### src/rtl/led_shift_register_pkg.sv
// Shared constants for the LED shift register slice: default bank width and
// the deepest synchroniser the block will build.
package led_shift_register_pkg;

  localparam int unsigned LSR_DEFAULT_WIDTH = 10;
  localparam int unsigned LSR_SYNC_MAX      = 3;

endpackage : led_shift_register_pkg

### src/rtl/led_shift_register_if.sv
// Serial-in / parallel-out bundle between a bit source and the LED register.
import led_shift_register_pkg::*;

interface led_shift_register_if #(
  parameter int unsigned WIDTH = LSR_DEFAULT_WIDTH
);

  logic             i_val;
  logic [WIDTH-1:0] o_led;

  modport master (
    output i_val,
    input  o_led
  );

  modport slave (
    input  i_val,
    output o_led
  );

endinterface : led_shift_register_if

### src/rtl/led_shift_register_sync.sv
// Multi-flop bit synchroniser with synchronous active-high clear; reusable for
// any slow asynchronous button or switch input.
module led_shift_register_sync #(
  parameter int unsigned STAGES = 2
) (
  input  logic clk,
  input  logic rst_i,
  input  logic d_i,
  output logic q_o
);

  logic [STAGES-1:0] sync_d;
  logic [STAGES-1:0] sync_q;

  // Next-state of the flop chain: new bit enters stage 0, others move up.
  always_comb begin
    sync_d    = sync_q;
    sync_d[0] = d_i;
    for (int i = 1; i < int'(STAGES); i++) begin
      sync_d[i] = sync_q[i-1];
    end
  end

  // Chain registers, cleared on reset.
  always_ff @(posedge clk) begin
    if (rst_i) begin
      sync_q <= {STAGES{1'b0}};
    end else begin
      sync_q <= sync_d;
    end
  end

  assign q_o = sync_q[STAGES-1];

endmodule : led_shift_register_sync

### src/rtl/led_shift_register.sv
// Serial-in, parallel-out shift register driving an LED bank; optional input
// synchroniser in front of the shift chain.
import led_shift_register_pkg::*;

module led_shift_register #(
  parameter int unsigned    WIDTH       = LSR_DEFAULT_WIDTH,
  parameter int unsigned    SYNC_STAGES = 0,
  parameter logic [WIDTH-1:0] RESET_VAL = {WIDTH{1'b0}}
) (
  input  logic                 clk,
  input  logic                 resetn,
  led_shift_register_if.slave  bus
);

  // Depths beyond the supported maximum are clamped rather than built.
  localparam int unsigned STAGES_C =
    (SYNC_STAGES > LSR_SYNC_MAX) ? LSR_SYNC_MAX : SYNC_STAGES;

  logic             in_s;
  logic [WIDTH-1:0] shift_d;
  logic [WIDTH-1:0] shift_q;

  generate
    if (STAGES_C > 0) begin : g_sync
      led_shift_register_sync #(
        .STAGES (STAGES_C)
      ) u_sync (
        .clk   (clk),
        .rst_i (resetn),
        .d_i   (bus.i_val),
        .q_o   (in_s)
      );
    end else begin : g_direct
      assign in_s = bus.i_val;
    end
  endgenerate

  // Shift toward the MSB; the old MSB falls off, no rotate.
  always_comb begin
    shift_d = {shift_q[WIDTH-2:0], in_s};
  end

  // Register bank; the active-high resetn wins over shifting.
  always_ff @(posedge clk) begin
    if (resetn) begin
      shift_q <= RESET_VAL;
    end else begin
      shift_q <= shift_d;
    end
  end

  assign bus.o_led = shift_q;

endmodule : led_shift_register

### src/flat_wrapper.sv
// flat-port wrapper written by rule: the top's interface ports become plain ports
module led_shift_register_flat 
#(
  parameter int unsigned    WIDTH       = LSR_DEFAULT_WIDTH,
  parameter int unsigned    SYNC_STAGES = 0,
  parameter logic [WIDTH-1:0] RESET_VAL = {WIDTH{1'b0}}
)
  (clk, resetn, bus_i_val, bus_o_led);
  led_shift_register_if #(.WIDTH(WIDTH)) bus_i ();
  input  logic clk;
  input  logic resetn;
  input wire logic [$bits(bus_i.i_val)-1:0] bus_i_val;
  output wire logic [$bits(bus_i.o_led)-1:0] bus_o_led;
  assign bus_i.i_val = bus_i_val;
  assign bus_o_led = bus_i.o_led;
  led_shift_register #(.WIDTH(WIDTH), .SYNC_STAGES(SYNC_STAGES), .RESET_VAL(RESET_VAL)) u_core (.clk(clk), .resetn(resetn), .bus(bus_i));
endmodule
### config.mk
export PLATFORM = sky130hd
export DESIGN_NAME = led_shift_register_flat
export DESIGN_NICKNAME = d
export VERILOG_FILES = /design/src/rtl/led_shift_register_pkg.sv /design/src/rtl/led_shift_register_if.sv /design/src/rtl/led_shift_register_sync.sv /design/src/rtl/led_shift_register.sv /design/src/flat_wrapper.sv
export SDC_FILE = /design/constraint.sdc
export NUM_CORES = 1
export LEC_CHECK = 0
export ABC_CLOCK_PERIOD_IN_PS = 1100
export CAP_MARGIN = 15
export CORE_AREA = 2 2 39 41
export DETAILED_ROUTE_END_ITERATION = 7
export DIE_AREA = 0 0 41 43
export GPL_ROUTABILITY_DRIVEN = 0
export GPL_TIMING_DRIVEN = 1
export PLACE_DENSITY_LB_ADDON = 0.1
export SYNTH_ARGS = -nofsm -noshare
export SYNTH_HDL_FRONTEND = slang
export SYNTH_SLANG_ARGS = --single-unit
### constraint.sdc
create_clock -name clk -period 1.1 [get_ports clk]
set_input_delay 0.22 -clock clk [delete_from_list [all_inputs] [get_ports clk]]
set_output_delay 0.22 -clock clk [all_outputs]
set_load 0.01 [all_outputs]
### Word-level counts from Yosys, hierarchy flattened

Cells that the tools add are included.

* register bits: 10
* logic and storage cells: 1
* output and inout bits: 10
* input port bits: 3

### Depth between registers and ports, before layout

Gate-level depths: netlist (run 1).

* word-level depth: 0
* gate-level depth with buffers: 1

### Worst setup path after synthesis (run 1)

Ideal clock, no wire load.

* kind: register to output
* start: reg u_core.shift_q[0] (netlist: u_core.bus.o_led[0])
* end: out bus_o_led[0]
* data arrival time: 0.341 ns
* cell stages (with the launch flop): 1
* setup slack: 0.539 ns
* cells stage by stage: dfxtp_1

RTL lines
* start: declaration: RTL line led_shift_register.sv:21 `logic [WIDTH-1:0] shift_q;`
* start signal: assignment: RTL line led_shift_register.sv:48 `shift_q <= shift_d;`
* end: declaration: RTL line flat_wrapper.sv:13 `output wire logic [$bits(bus_i.o_led)-1:0] bus_o_led;`

No word-level cell between the ends.

### Worst setup path in the final report (run 1)

* start: reg u_core.shift_q[1] (netlist: u_core.bus.o_led[1])
* end: out bus_o_led[1]

No word-level cell between the ends.

==> summary.md, run 1 <==
| Metric | Value |
|---|---|
| Peak supply drop | `0.000583 V` |
| Max Cap Viol | `0` |
| Async S/R FF share, synth | `0` |
| Initial detailed-routing violation count | `1` |
| Largest net degree at the start of global routing | `7` |
| Final hold violations | `0` |
| IO Port Bufs | `12` |
| Worst-Margin Slew | `around 120 ps` |
| Clk_skew | `4.82 ps` |
| Avg Cell Area, Syn | `13.1 sq um` |
| First-pass GRT wire length | `634 microns` |
| Ys Warns | `0` |
| Layout Nets | `42` |
| Top post-synthesis cells by count | `dfxtp_1 (10), nor2b_1 (10)` |
| Global-route usage over all layers | `0.0615` |
| DRC | `0` |
| HPWL Detailed | `318 microns` |
| Worst setup EP type | `output port` |
| WP data required | `880 ps` |
| Design Area, Final | `433 sq um` |
| Crit path time final | `between 1000 and 1500 ps` |
| DR vias/cell | `3.47` |
| Initial antenna violation count | `0` |
| CTS Buffer Depth | `2` |
| Post-DR wirelength/cell | `7.92 microns` |
| R2r setup slk | `560 ps` |
| # IOs | `13` |
| Worst EP arrival | `840 ps` |
| Number of library cell types mapped by synthesis | `2` |
| TritonCTS clock tree | `built` |
| Setup violations, final | `0` |
| H-tree levels | `1` |
| Startpoint types | `flip-flop` |
| Placed Area | `418 sq um` |
| Critical-path cell list | `dlygate4sd2_1` |
| Routed vias | `184` |
| Crit path max-delay family | `flip-flops` |
| Top_reg_cell synth | `dfxtp_1` |
| Synthesized instance count | `20` |
| Core Rows | `14` |
| Synthesized area | `263 sq um` |
| Crit-path slowest cell | `dfxtp_1` |
| Final period util | `0.961` |
| Die width | `slightly above 40 microns` |
| CTS root buf | `clkbuf_4` |
| Fraction of layout instances using a drive strength above 1 | `0.135` |
| First-pass DRT Iterations | `2` |
| Area leader, netlist | `dfxtp_1` |
| Unrepaired setup endpoints after global routing | `no` |
| Seq/Total Area, Yosys | `0.762` |
| Synth top area cells | `dfxtp_1 (76%), nor2b_1 (24%)` |
| Crit-path max FO | `2` |
| Pwr dens | `1450 mW/mm^2` |
| Remaining global-route overflow | `0` |
| Status | `completed` |
| Worst skew pair latency | `between 200 and 300 ps` |
| Max transition margin | `0.920` |
| CTS clk-pin slew, worst paths | `60 ps` |
| Die area | `about 0.0018 sq mm` |
| CTS Buf Count | `3` |
| Initial core utilization | `0.190` |
| Antenna-violating nets left | `0` |
| N_diodes | `0` |
| Area grow syn2layout | `64.8%` |
| Fin. max-slew vios | `0` |
| FILL cells | `roughly 150` |
| Vias in the first global route | `170` |
| CP max stage delay | `330 ps` |
| Mapped Nets | `23` |
| Core area | `0.00138 sq mm` |
| Yosys top cell area share | `0.762` |
| Max reg flops | `10` |
| Leakage | `0.200 nW` |
| Buffers and inverters on the worst path | `1` |
| Clk sink count | `10` |
| Max Fclk | `0.946 GHz` |
| Hold WC Path Type | `reg -> reg` |
| Final TNS setup | `0 ps` |
| Die H | `43 microns` |
| Flops & latches, synth | `10` |
| Number of flops mapped to enable cells by yosys | `0` |
| Final wirelength | `around 420 microns` |
| CP Class | `reg -> out` |
-- timing repair --
item / 4_1_cts / 5_1_grt
setup endpoints to repair: 10 / 4
hold buffers: 0 / 0
resized for setup: 10 / 4
gates cloned: 0 / 0
setup buffers: 0 / 0
-- metal layers --
metal  global-route usage  wire, microns  vias up
met1               0.0651            180       78
met4               0.0800              0        0
li1                     -              -       96
met3               0.0314             52        0
met2               0.0719            187       10
met5                    0              0        -
-- power breakdown --
group | internal, W | switching, W
Clock | 0.000125 | 0.000102
Sequential | 0.000368 | 0.00000220
Combinational | 0.0000194 | 0.0000118
Total | 0.000513 | 0.000116
-- area by class of cell --
cell class,count,area [sq um],share of cell area
Sequential cell,10,200,0.462
Timing Repair Buffer,14,128,0.295
Multi-Input combinational cell,10,62.6,0.145
Clock buffer,3,22.5,0.0520
Tap cell,16,20.0,0.0462
-- final timing paths --
kind | start | end | cells past startpoint
worst max-delay path | u_core.bus.o_led[1]$_SDFF_PP0_ | bus_o_led[1] | 1
worst min-delay path | u_core.bus.o_led[4]$_SDFF_PP0_ | u_core.bus.o_led[5]$_SDFF_PP0_ | 1
worst max register to register | u_core.bus.o_led[8]$_SDFF_PP0_ | u_core.bus.o_led[9]$_SDFF_PP0_ | 1
worst min register to register | u_core.bus.o_led[4]$_SDFF_PP0_ | u_core.bus.o_led[5]$_SDFF_PP0_ | 1
-- cells in the final DEF, fill, tap and decap left out, drive strengths merged --
cell,n
buf,2
dfxtp,10
clkbuf,3
dlygate4sd2,6
clkdlybuf4s15,4
clkdlybuf4s50,2
nor2b,10
-- through the flow --
stage,util,total power (W),hold WS (ps),setup WS (ps),cells
final,0.313,0.000629,457,43.4,53
after global routing,0.313,0.000668,469,0.122,53
after CTS,0.309,0.000644,461,22.7,53
after detailed placement,0.302,0.000414,454,38.7,50
after global placement,0.302,0.000414,446,38.7,50
after floorplan,-,0.000385,292,539,20
-- cell families (layout without fill, tap and decap cells) --
kind of cell           Yosys count  in the layout  synth area share
DFF                             10             10             0.762
and+or+nand+nor                 10             10             0.238
buffers and inverters            0             17                 0
Note: power is estimated with default switching activity, not from simulation.
==> run 2: changes to the inputs <==
--- a/config.mk
+++ b/config.mk
@@ -11,7 +11,6 @@
 export DETAILED_ROUTE_END_ITERATION = 7
 export DIE_AREA = 0 0 41 43
 export GPL_ROUTABILITY_DRIVEN = 0
-export GPL_TIMING_DRIVEN = 1
 export PLACE_DENSITY_LB_ADDON = 0.1
 export SYNTH_ARGS = -nofsm -noshare
 export SYNTH_HDL_FRONTEND = slang
==> results of run 2 <==
Same layout as run 1: the final DEF is identical, and so are final timing and power.
==> run 3: changes to the inputs <==
--- a/config.mk
+++ b/config.mk
@@ -8,9 +8,11 @@
 export ABC_CLOCK_PERIOD_IN_PS = 1100
 export CAP_MARGIN = 15
 export CORE_AREA = 2 2 39 41
+export CTS_BUF_LIST = sky130_fd_sc_hd__clkbuf_4 sky130_fd_sc_hd__clkbuf_8 sky130_fd_sc_hd__clkbuf_16
 export DETAILED_ROUTE_END_ITERATION = 7
 export DIE_AREA = 0 0 41 43
 export GPL_ROUTABILITY_DRIVEN = 0
+export HOLD_SLACK_MARGIN = 0.1
 export PLACE_DENSITY_LB_ADDON = 0.1
 export SYNTH_ARGS = -nofsm -noshare
 export SYNTH_HDL_FRONTEND = slang
==> results of run 3 <==
Same layout as run 1: the final DEF is identical, and so are final timing and power.
